**src/rtl/pwm_gen.sv**
```systemverilog
// pwm_gen: multi-channel 16-step PWM generator.
// A shared step counter runs 0..15 on divider ticks. Each channel keeps a
// software-written target duty and an active duty that only moves at period
// boundaries, either jumping to the target or ramping one step per period.
// All outputs are registered; no input reaches an output combinationally.

module pwm_gen #(
  parameter int N_CH    = 4,
  parameter int RAMP_EN = 1,
  localparam int CW     = (N_CH > 1) ? $clog2(N_CH) : 1
) (
  input  logic            clk,
  input  logic            rst,
  input  logic            tick,
  input  logic            enable,
  input  logic            duty_wr,
  input  logic [CW-1:0]   duty_ch,
  input  logic [4:0]      duty_val,
  output logic [N_CH-1:0] pwm_out,
  output logic            period_start,
  output logic            ramping
);

  // Channel count widened by one bit so an index equal to N_CH can be rejected.
  localparam logic [CW:0] N_CH_W = N_CH[CW:0];

  logic [3:0]      step;
  logic [4:0]      target     [N_CH];
  logic [4:0]      active     [N_CH];
  logic [4:0]      active_nxt [N_CH];
  logic            boundary;
  logic            wr_hit;
  logic [4:0]      duty_clamped;
  logic [N_CH-1:0] pwm_nxt;
  logic            ramp_nxt;

  // A period boundary is the tick that moves step from 15 back to 0.
  assign boundary     = tick & enable & (step == 4'd15);
  assign duty_clamped = (duty_val > 5'd16) ? 5'd16 : duty_val;
  assign wr_hit       = duty_wr & ({1'b0, duty_ch} < N_CH_W);

  // Step counter; parked at 15 while disabled so the first tick after enable
  // always starts a fresh period.
  always_ff @(posedge clk or posedge rst) begin
    if (rst) begin
      step <= 4'd15;
    end else if (!enable) begin
      step <= 4'd15;
    end else if (tick) begin
      step <= step + 4'd1;
    end
  end

  // Target shadow registers; writes land any cycle, enabled or not.
  always_ff @(posedge clk or posedge rst) begin
    if (rst) begin
      for (int i = 0; i < N_CH; i++) begin
        target[i] <= 5'd0;
      end
    end else begin
      for (int i = 0; i < N_CH; i++) begin
        if (wr_hit && (duty_ch == CW'(i))) begin
          target[i] <= duty_clamped;
        end
      end
    end
  end

  // Boundary value of each active duty: jump to target, or step one toward it.
  always_comb begin
    for (int i = 0; i < N_CH; i++) begin
      active_nxt[i] = active[i];
      if (RAMP_EN == 0) begin
        active_nxt[i] = target[i];
      end else if (active[i] < target[i]) begin
        active_nxt[i] = active[i] + 5'd1;
      end else if (active[i] > target[i]) begin
        active_nxt[i] = active[i] - 5'd1;
      end
    end
  end

  // Active duty registers; only touched at a boundary (the old target is used
  // when a write collides with the boundary) and cleared while disabled.
  always_ff @(posedge clk or posedge rst) begin
    if (rst) begin
      for (int i = 0; i < N_CH; i++) begin
        active[i] <= 5'd0;
      end
    end else if (!enable) begin
      for (int i = 0; i < N_CH; i++) begin
        active[i] <= 5'd0;
      end
    end else if (boundary) begin
      for (int i = 0; i < N_CH; i++) begin
        active[i] <= active_nxt[i];
      end
    end
  end

  // Output compare and ramp detect from the registered step/active values.
  always_comb begin
    pwm_nxt  = '0;
    ramp_nxt = 1'b0;
    for (int i = 0; i < N_CH; i++) begin
      pwm_nxt[i] = enable & ({1'b0, step} < active[i]);
      ramp_nxt   = ramp_nxt | (active[i] != target[i]);
    end
  end

  // Output registers.
  always_ff @(posedge clk or posedge rst) begin
    if (rst) begin
      pwm_out      <= '0;
      period_start <= 1'b0;
      ramping      <= 1'b0;
    end else begin
      pwm_out      <= pwm_nxt;
      period_start <= boundary;
      ramping      <= ramp_nxt;
    end
  end

endmodule
```
**config.mk**
```make
export PLATFORM = sky130hd
export DESIGN_NAME = pwm_gen
export DESIGN_NICKNAME = d
export VERILOG_FILES = /design/src/rtl/pwm_gen.sv
export SDC_FILE = /design/constraint.sdc
export NUM_CORES = 1
export LEC_CHECK = 0
export CAP_MARGIN = 10
export CORE_ASPECT_RATIO = 0.75
export CORE_UTILIZATION = 38
export DETAILED_ROUTE_END_ITERATION = 16
export GPL_ROUTABILITY_DRIVEN = 0
export GPL_TIMING_DRIVEN = 0
export PLACE_DENSITY = 0.58
export SLEW_MARGIN = 20
export SYNTH_ARGS = -nofsm -noshare
export SYNTH_HDL_FRONTEND = slang
export SYNTH_SLANG_ARGS = --single-unit
```
**constraint.sdc**
```tcl
create_clock -name clk -period 3.7 [get_ports clk]
set_clock_uncertainty 0.2 [all_clocks]
set_input_delay 0.74 -clock clk [delete_from_list [all_inputs] [get_ports clk]]
set_output_delay 0.74 -clock clk [all_outputs]
set_load 0.03 [all_outputs]
```
=== After elaboration in Yosys (flattened, before gate mapping) ===
Index checks and enable logic that the tools add are counted.

* Add/sub/neg operators: 9
* Eq/ne operators: 14
* Mux-type cells: 13
* Reduce and logical (&&, ||, !) cells: 9
* Bitwise logic cells: 9
* Magnitude comparators: 13

{| class="wikitable"
|+ Operators with widths
! kind !! number
|-
| 2-to-1 mux 5 bit || 9
|-
| 2-to-1 mux 20 bit || 2
|-
| adder 5 x 1 -> 5 bit (second input constant) || 4
|-
| > comparator 5 bit || 4
|-
| less-than comparator 4 x 5 -> 1 bit || 4
|-
| less-than comparator 5 bit || 4
|-
| inequality test 5 bit || 4
|-
| subtractor 5 x 1 -> 5 bit (second input constant) || 4
|-
| inequality test 3 x 1 -> 1 bit (second input constant) || 4
|-
| 2-to-1 mux 4 bit || 2
|-
| AND reduction 2 bit || 4
|-
| AND 1 bit || 6
|-
| > comparator 5 bit (second input constant) || 1
|-
| adder 4 x 1 -> 4 bit (second input constant) || 1
|-
| == test 2 bit (second input constant) || 2
|-
| == test 4 bit (second input constant) || 1
|-
| logical AND 1 bit || 4
|-
| bitwise OR 1 bit || 3
|-
| == test 2 x 1 -> 1 bit (second input constant) || 1
|-
| logical NOT 2 bit || 1
|-
| inequality test 2 x 1 -> 1 bit (second input constant) || 1
|-
| inequality test 2 bit (second input constant) || 1
|}

* Word-level logic and storage cells: 79
* Input bits: 12
* Output and inout port bits: 6
* Register bits after elaboration: 50

=== Logic depth before layout (Yosys ltp) ===
Gate-level depths: netlist of the first run.

* Depth after elaboration: 5
* Gate-level depth with buffers: 12
* Depth with buffers taken out: 12

=== Least setup slack after synthesis of the first run ===
OpenSTA, ideal clock, no wires.

* Path type: register -> register
* Start point: register active[19] in the netlist's numbering
* End point: register active[19] in the netlist's numbering
* Data required time: 3382 ps
* Setup time: 118 ps
* Cell stages (with the launch flop): 11
* Data arrival time: 2713 ps
* Setup slack: 669 ps
* Buffers on the path: 0
* Period minus slack after synthesis: 3031 ps
* Path through: dfrtp_1 > ha_1 > and4_1 > nor2b_1 > or2_2 > fa_1 > a21o_1 > a21oi_1 > o21ai_0 > a32o_1 > a21o_1

* Cells in the longest elaborated chain, start to end: 5
* Elaborated cells between the ends (all ways): 10
* Classes of those cells: add/sub (2); order compare (2); eq/ne (1); mux (4); reduce/logical (1)

{| class="wikitable"
|+ Ends and longest elaborated chain
! item !! RTL line !! text
|-
| start: declaration || 29 || <nowiki>logic [4:0] active [N_CH];</nowiki>
|-
| start signal: indexed assignment || 96 || <nowiki>active[i] <= active_nxt[i];</nowiki>
|-
| subtractor 5 x 1 -> 5 bit || 78 || <nowiki>active_nxt[i] = active[i] - 5'd1;</nowiki>
|-
| 2-to-1 mux 5 bit || 77 || <nowiki>end else if (active[i] > target[i]) begin</nowiki>
|-
| 2-to-1 mux 5 bit || 75 || <nowiki>end else if (active[i] < target[i]) begin</nowiki>
|-
| 2-to-1 mux 20 bit || 94 || <nowiki>end else if (boundary) begin</nowiki>
|-
| 2-to-1 mux 20 bit || 90 || <nowiki>end else if (!enable) begin</nowiki>
|}

Parallel ways exist; a longest one is shown, timed or not. The select of a mux whose other input is x is not followed.
A chain may end at the register's enable or synchronous reset.

=== Worst setup path after layout of the first run ===
Same ends and word-level chain as after synthesis.

==> run summary, run 1 <==
Status: finished, final reports clean
H-Tree Depth: 2
Port Buffers: 16
Grt total ovfl: 0
Fill cells: 834
# setup viols final: 0
Synth warn: 0
EDFF count, synth: 0
Drt wl/cell: 15.5 µm
MaxCap Viol Count: 0
Reg2Reg Setup Slack: 360 ps
Arr. time, crit path: 3330 ps
Post-Place Cells: 478
Mapped Nets: 415
CTS sink cnt: 50
Largest cells by area after synthesis: dfrtp_1, ha_1, inv_1
Max Buffers Root-to-Sink: 2
Syn_area_per_cell: 9.56 µm²
Ys flop type: dfrtp_1
Cell variety after synth: 47
Unrepaired setup endpoints after global routing: false
Residual DRC: 0
Worst endpoint required time: 3690 ps
Worst Hold Launch: target[12]
Hpwl dp: 5580 µm
First-pass GRT wire length: 13000 µm
Max rail drop VDD: 0.000283 V
Starting Density: 39.6%
Worst-path clk slew: 70 ps
Slew Limit Fails: 0
Vias in the first global route: 2459
Slew @ Worst Pin: 699 ps
Clock Power Share: 18.7%
CTS tree: built
Hold_buf cts: 0
Final setup TNS: 0 ps
# diodes: 0
Switching part of the total: 41.1%
F_max: 300 MHz
Multiplexer share of the synthesized area: 4.04%
Rel. slew slack: 53.4%
Post-synth top cells: dfrtp_1, ha_1, inv_1
Core region area: 0.00853 mm²
Routed via count: 2533
I/O pin cnt: 18
P_sw: 1060 µW
Num CTS Buffers: 5
DR pass1 iterations: 4
Net count, final: 439
R2R depth: 10
Hold Fails Final Rpt: 0
Die X: 111 µm
Cell-internal power: 1510 µW
Crit path launch type: flop
CP endpoint kind: flop
Synth Area in XOR/XNOR: 2.34%
Origin of the critical flop-to-flop path: active[19]
DRT iter0 DRCs: 74
Seq cells post-synth: 50
Power per Cell Area: 669 mW/mm²
P&R area growth vs syn: 13.7%
Largest family of logic cells by synthesized area: adder cells
Comb power frac: 50.4%
Post-CTS Setup Inserts: 0
Post-route core utilization: 45.0%
CTS root buffer: clkbuf_16
Via density: 5.21
Crit share post-route: 90.2%
CTS resizes: 0
Adder-Cell Fraction of Synth Area: 19.4%
Worst hold-check path type: flop to flop
Hold path depth: 2
Die area: 0.00927 mm²
Initial antenna violation count: 0
Top-area cell type share of the netlist area: 34.1%
Synth Area in Simple Gates: 13.8%
Worst-Skew Late Latency: 290 ps
Drt total wl: 7530 µm
Seq pwr share: 31.0%
Cell Area, Synth: 0.00337 mm²
Post-synthesis compound-gate area fraction: 17.7%
Ys async rst share: 100%
Mapped Cells: 353
Leakage Power: 0.00180 µW
Cell type with the highest aggregate area in the netlist: dfrtp_1
Clock period minus worst slack: 3340 ps
Rows: 29
Final hold slack: 287 ps
Die H: 83.6 µm
Overall global routing resource usage: 18.1%
Finished Layout Cells: 486
Sequential area share after synthesis: 37.2%
Worst Hold End: target[12]
Share of post-route cells with drive strength above 1: 6.61%
WS Path Type: flop to flop
Pin count of the biggest net entering global routing: 30
Post-route ant nets: 0
Max FO, Critical Path: 5
Reg2reg end: active[19]
## power by group through the flow
stage,Combinational (µW),Clock [µW],Sequential [µW]
2_1_floorplan,988,0,790
3_3_place_gp,1230,0,804
3_5_place_dp,1280,0,805
4_1_cts,1300,495,796
5_1_grt,1500,511,816
6_report,1290,480,795
## metrics by stage
step           instance area (µm²)  worst slack [ps]  total power (µW)
4_1_cts                       3840               395              2590
6_report                      3840               361              2570
5_1_grt                       3840               219              2820
2_1_floorplan                 3370               669              1780
3_5_place_dp                  3690               418              2090
3_3_place_gp                  3670               424              2040
## logic make-up (layout without fill, tap and decap cells)
family / Yosys count / in the layout
flops: 50 / 50
simple gates: 93 / 93
compound gates: 92 / 92
xor+xnor: 9 / 9
buf+inv: 46 / 71
mux: 13 / 13
fa+ha+maj: 50 / 50
## metal layers
layer	up-vias	wire length (µm)	GRT usage [%]
li1	1297	-	-
met1	1189	4120	26.6
met2	40	3040	26.5
met3	7	278	4.07
met4	0	89	5.45
met5	-	0	0
## worst max path at each step
stage,slack (ps),start,to
2_1_floorplan,670,active[19],active[19]
3_3_place_gp,420,active[19],active[19]
3_5_place_dp,420,active[19],active[19]
4_1_cts,400,active[19],active[19]
5_1_grt,220,active[19],active[19]
6_report,360,active[19],active[19]
## state kept, by name, indices dropped and copies added, names as in the netlist
name / flops
step: 4
target: 20
active: 20
ramping: 1
period_start: 1
pwm_out: 4
## layout by cell type (no fill, tap or decap), types with 13 or more instances in the layout
master	Yosys	layout
nand3_1	13	13
dfrtp_1	46	46
a21oi_1	18	18
nand2b_1	13	13
nand2_1	35	35
o21ai_0	28	28
inv_1	40	39
clkdlybuf4s50_1	0	16
ha_1	46	46
a21o_1	16	16
## worst max-delay path, cell delays in order (launching register included)
cell	delay [ps]
dfrtp_1	430
ha_1	320
and4_1	260
nor2b_1	180
or2_2	340
fa_1	420
a21o_1	200
a21oi_1	270
o21ai_0	150
a32o_1	270
a21o_1	170
## cell type report
class | count | area, µm² | share of cell area (%)
Multi-Input combinational cell | 257 | 1930 | 50.4
Timing Repair Buffer | 17 | 180 | 4.70
Sequential cell | 50 | 1260 | 32.7
Buffer | 5 | 30.0 | 0.783
Clock buffer | 7 | 143 | 3.72
Inverter | 41 | 154 | 4.01
Clock inverter | 1 | 5.00 | 0.130
Tap cell | 108 | 135 | 3.52
No activity file was read; power rests on OpenSTA's default activity.
==> inputs of run 2 (changes only) <==
--- a/config.mk
+++ b/config.mk
@@ -5,7 +5,7 @@
 export SDC_FILE = /design/constraint.sdc
 export NUM_CORES = 1
 export LEC_CHECK = 0
-export CAP_MARGIN = 10
+export CAP_MARGIN = 20
 export CORE_ASPECT_RATIO = 0.75
 export CORE_UTILIZATION = 38
 export DETAILED_ROUTE_END_ITERATION = 16
==> run summary, run 2 (synthesis gave the netlist of run 1 again) <==
CTS resizes: 0 (unchanged)
Top cell by count, worst path: a21o_1 (unchanged)
Hold Fails Final Rpt: 0 (unchanged)
Worst-path clk slew: 70 ps (about the same)
F_max: 300 MHz (unchanged)
Slew Limit Fails: 0 (unchanged)
CTS sink cnt: 50 (unchanged)
Vias in the first global route: 2459 (unchanged)
Top flop regs: active (20), target (20) (unchanged)
Crit-path cells: ha_1 -> and4_1 -> nor2b_1 -> or2_2 -> fa_1 -> a21o_1 -> a21oi_1 -> o21ai_0 -> a32o_1 -> a21o_1 (unchanged)
Worst-Skew Late Latency: 290 ps (about the same)
Worst Hold Launch: target[12] (unchanged)
Max Buffers Root-to-Sink: 2 (unchanged)
Crit path launch type: flop (unchanged)
Post-route ant nets: 0 (unchanged)
Reg2Reg Setup Slack: 360 ps (about the same)
# setup viols final: 0 (unchanged)
Final setup TNS: 0 ps (unchanged)
I/O pin cnt: 18 (unchanged)
Rows: 29 (unchanged)
Arr. time, crit path: 3330 ps (about the same)
Worst hold-check path type: flop to flop (unchanged)
P&R area growth vs syn: 13.7% (unchanged)
Net count, final: 439 (unchanged)
Die H: 83.6 µm (unchanged)
Critical path's slowest cell: dfrtp_1 (unchanged)
Fill cells: 834 (unchanged)
Starting Density: 39.6% (unchanged)
Clock period minus worst slack: 3340 ps (unchanged)
Hold_buf cts: 0 (unchanged)
# diodes: 0 (unchanged)
Post-route core utilization: 45.0% (unchanged)
Die area: 0.00927 mm² (unchanged)
Initial antenna violation count: 0 (unchanged)
MaxCap Viol Count: 0 (unchanged)
CTS root buffer: clkbuf_16 (unchanged)
Unrepaired setup endpoints after global routing: false (unchanged)
Pin count of the biggest net entering global routing: 30 (unchanged)
First-pass GRT wire length: 13000 µm (unchanged)
CTS tree: built (unchanged)
Max stage delay on crit path: 430 ps (about the same)
DR pass1 iterations: 4 (unchanged)
Leakage Power: 0.00180 µW (unchanged)
Post-CTS Setup Inserts: 0 (unchanged)
Power per Cell Area: 669 mW/mm² (unchanged)
Crit share post-route: 90.2% (unchanged)
Drt total wl: 7530 µm (unchanged)
Grt total ovfl: 0 (unchanged)
DRT iter0 DRCs: 74 (unchanged)
Reg2reg end: active[19] (unchanged)
Hpwl dp: 5580 µm (unchanged)
Share of post-route cells with drive strength above 1: 6.61% (unchanged)
Origin of the critical flop-to-flop path: active[19] (unchanged)
Max rail drop VDD: 0.000283 V (unchanged)
Residual DRC: 0 (unchanged)
Worst endpoint required time: 3690 ps (about the same)
Num CTS Buffers: 5 (unchanged)
Critical path startpoint: active[19] (unchanged)
Via density: 5.21 (unchanged)
Overall global routing resource usage: 18.1% (unchanged)
Most frequent cells in the layout: ha_1, dfrtp_1, inv_1 (unchanged)
Die X: 111 µm (unchanged)
Hold path depth: 2 (unchanged)
R2R depth: 10 (unchanged)
CP endpoint kind: flop (unchanged)
Max FO, Critical Path: 5 (unchanged)
Routed via count: 2533 (unchanged)
Slew @ Worst Pin: 699 ps (unchanged)
WS Path Type: flop to flop (unchanged)
Port Buffers: 16 (unchanged)
Core region area: 0.00853 mm² (unchanged)
Status: finished, final reports clean (unchanged)
Rel. slew slack: 53.4% (unchanged)
H-Tree Depth: 2 (unchanged)
Worst Hold End: target[12] (unchanged)
Drt wl/cell: 15.5 µm (unchanged)
run 2: layer usage:
layer	track usage, %	part of all wire [%]
met1	26.6	55
met3	4.07	3.7
met5	0	0
met2	26.5	40
met4	5.45	1.2
run 2: power by group:
part | switching [µW] | total [µW] | internal (µW) | leakage (µW)
clock network | 211 | 480 | 269 | 0.0000739
logic | 719 | 1290 | 574 | 0.00108
registers | 126 | 795 | 668 | 0.000649
run 2: worst max-delay path, delay by kind of cell (launching register included):
family          cells  cell delay, ps
fa+ha+maj           2             740
compound gates      5            1060
flops               1             430
simple gates        3             780
run 2: cell type report:
cell class | count | area, µm² | share of cell area, %
multi-input cells | 257 | 1930 | 50.4
flip-flops and latches | 50 | 1260 | 32.7
repair buffers | 17 | 180 | 4.70
inverters | 41 | 154 | 4.01
clock buffers | 7 | 143 | 3.72
well taps | 108 | 135 | 3.52
plain buffers | 5 | 30.0 | 0.783
clock inverters | 1 | 5.00 | 0.130
run 2: worst max-delay path by stage:
stage	cells past startpoint	to	slack, ps
after floorplan	10	active[19]	670
after global placement	10	active[19]	420
after detailed placement	10	active[19]	420
after CTS	10	active[19]	400
after global routing	10	active[19]	220
final	10	active[19]	360
run 2: through the flow:
step / std cells / power [µW] / hold WS, ps / instance area [µm²] / setup WS [ps]
6_report: 486 / 2570 / 287 / 3840 / 361
4_1_cts: 486 / 2590 / 290 / 3840 / 395
3_3_place_gp: 477 / 2040 / 266 / 3670 / 424
2_1_floorplan: 353 / 1780 / 250 / 3370 / 669
3_5_place_dp: 478 / 2090 / 275 / 3690 / 418
5_1_grt: 486 / 2820 / 319 / 3840 / 219
==> inputs of run 3 (changes only) <==
--- a/config.mk
+++ b/config.mk
@@ -12,6 +12,7 @@
 export GPL_ROUTABILITY_DRIVEN = 0
 export GPL_TIMING_DRIVEN = 0
 export PLACE_DENSITY = 0.58
+export REMOVE_ABC_BUFFERS = 1
 export SLEW_MARGIN = 20
 export SYNTH_ARGS = -nofsm -noshare
 export SYNTH_HDL_FRONTEND = slang
==> run summary, run 3 (synthesis gave the netlist of run 1 again) <==
Global routing's busiest layer: met1 (unchanged)
H-Tree Depth: 2 (unchanged)
# diodes: 0 (unchanged)
Worst hold-check path type: flop to flop (unchanged)
Leakage Power: 0.00182 µW (was 0.00180 µW)
Total power: 2640 µW (was 2570 µW)
Critical path's slowest cell: clkdlybuf4s50_1 (was dfrtp_1)
Drt wl/cell: 15.3 µm (was 15.5 µm)
Via density: 5.22 (was 5.21)
Post-route core utilization: 45.4% (was 45.0%)
Num CTS Buffers: 5 (unchanged)
Max Buffers Root-to-Sink: 2 (unchanged)
Die X: 111 µm (unchanged)
CTS sink cnt: 50 (unchanged)
Unrepaired setup endpoints after global routing: false (unchanged)
F_max: 296 MHz (was 300 MHz)
Fill cells: 808 (was 834)
Hpwl dp: 5400 µm (was 5580 µm)
Starting Density: 39.6% (unchanged)
Routing usage on met2: 22.9% (was 26.5%)
Initial antenna violation count: 0 (unchanged)
I/O pin cnt: 18 (unchanged)
Hold Fails Final Rpt: 0 (unchanged)
# setup viols final: 0 (unchanged)
Max stage delay on crit path: 930 ps (was 430 ps)
Pin count of the biggest net entering global routing: 30 (unchanged)
Grt total ovfl: 0 (unchanged)
Crit path launch type: input port (was flop)
Port Buffers: 17 (was 16)
Arr. time, crit path: 3380 ps (was 3330 ps)
Overall global routing resource usage: 16.8% (was 18.1%)
Post-route ant nets: 0 (unchanged)
DR pass1 iterations: 4 (unchanged)
Crit share post-route: 91.4% (was 90.2%)
Net count, final: 436 (was 439)
Clock Power Share: 20.6% (was 18.7%)
Top cell by count, worst path: nand3_1 (was a21o_1)
Rows: 29 (unchanged)
Switching part of the total: 40.0% (was 41.1%)
P_sw: 1060 µW (about the same)
CP endpoint kind: flop (unchanged)
Share of post-route cells with drive strength above 1: 6.68% (was 6.61%)
P&R area growth vs syn: 14.7% (was 13.7%)
Worst-path clk slew: 70 ps (about the same)
Comb power frac: 49.3% (was 50.4%)
Slew Limit Fails: 0 (unchanged)
CTS tree: built (unchanged)
Max rail drop VDD: 0.000336 V (was 0.000283 V)
Drt total wl: 7370 µm (was 7530 µm)
Rel. slew slack: 34.6% (was 53.4%)
Status: finished, final reports clean (unchanged)
Residual DRC: 0 (unchanged)
Global routing met1 resource utilization: 26.0% (was 26.6%)
Clock period minus worst slack: 3380 ps (was 3340 ps)
Max FO, Critical Path: 23 (was 5)
Worst-Skew Late Latency: 290 ps (about the same)
Slew @ Worst Pin: 977 ps (was 699 ps)
Die H: 83.6 µm (unchanged)
Die area: 0.00927 mm² (unchanged)
Vias in the first global route: 2330 (was 2459)
CTS root buffer: clkbuf_16 (unchanged)
Worst endpoint required time: 3700 ps (was 3690 ps)
Crit-path cells: clkdlybuf4s50_1 -> nand3_1 -> or2_1 -> inv_1 -> a22oi_2 -> nand3_1 -> o31ai_1 (was ha_1 -> and4_1 -> nor2b_1 -> or2_2 -> fa_1 -> a21o_1 -> a21oi_1 -> o21ai_0 -> a32o_1 -> a21o_1)
First-pass GRT wire length: 12100 µm (was 13000 µm)
GR Util met3: 4.28% (was 4.07%)
Seq pwr share: 30.1% (was 31.0%)
Buf/Inv on CP: 2 (was 0)
Hold_buf cts: 0 (unchanged)
Final hold slack: 284 ps (was 287 ps)
Top flop regs: active (20), target (20) (unchanged)
Core region area: 0.00853 mm² (unchanged)
Power per Cell Area: 681 mW/mm² (was 669 mW/mm²)
Most frequent cells in the layout: ha_1, dfrtp_1, inv_1 (unchanged)
WS Path Type: input port to flop (was flop to flop)
CP delay by family, top: buffers and inverters (was compound AO/OA/AOI/OAI gates)
MaxCap Viol Count: 0 (unchanged)
Routed via count: 2516 (was 2533)
Cell-internal power: 1580 µW (was 1510 µW)
DRT iter0 DRCs: 162 (was 74)
==> run 3: metal layers <==
metal  share of wire [%]  vias up
met5                   0        -
met3                 4.5        5
met4                0.65        0
met1                  55     1184
met2                  40       44
li1                    -     1283
==> run 3: area by class of cell <==
cell class / count / area, µm² / share of cell area (%)
multi-input cells: 257 / 1940 / 50.1
inverters: 41 / 154 / 3.98
flip-flops and latches: 50 / 1260 / 32.4
repair buffers: 19 / 218 / 5.62
clock buffers: 6 / 139 / 3.59
clock inverters: 1 / 30.0 / 0.776
well taps: 108 / 135 / 3.49
==> run 3: power groups by stage <==
stage	logic [µW]	clock network (µW)	registers [µW]
after floorplan	982	0	790
after global placement	1230	0	803
after detailed placement	1280	0	804
after CTS	1300	555	794
after global routing	1480	576	813
final	1300	543	794
==> run 3: worst paths after layout <==
check,start,end,slack (ps),cells after the start
worst max register to register,active[19],active[19],380,10
max in group asynchronous,rst,ramping,2330,4
worst min register to register,target[8],target[8],280,2
worst max-delay path,enable,active[4],320,7
worst min-delay path,target[8],target[8],280,2
min in group asynchronous,rst,pwm_out[1],430,2
==> run 3: tightest hold or removal path, delay by kind of cell (launching register included) <==
kind	cells	cell delay [ps]
DFF	1	340
and+or+nand+nor	1	40
AOI/OAI and AO/OA	1	60
==> run 3: per-stage QoR <==
step / setup TNS (ps) / setup slack, ps / std cells / cell area, µm²
after CTS: 0 / 65.0 / 482 / 3870
after floorplan: 0 / 669 / 348 / 3340
after global placement: -1980 / -399 / 473 / 3650
after global routing: 0 / 43.2 / 482 / 3870
after detailed placement: -3130 / -515 / 475 / 3700
final: 0 / 320 / 482 / 3870
==> run 3: repair_timing <==
| action | in CTS | in global routing |
|---|---|---|
| buffers inserted | 0 | 0 |
| endpoints found under the setup margin | 5 | 5 |
| resized for setup | 1 | 1 |
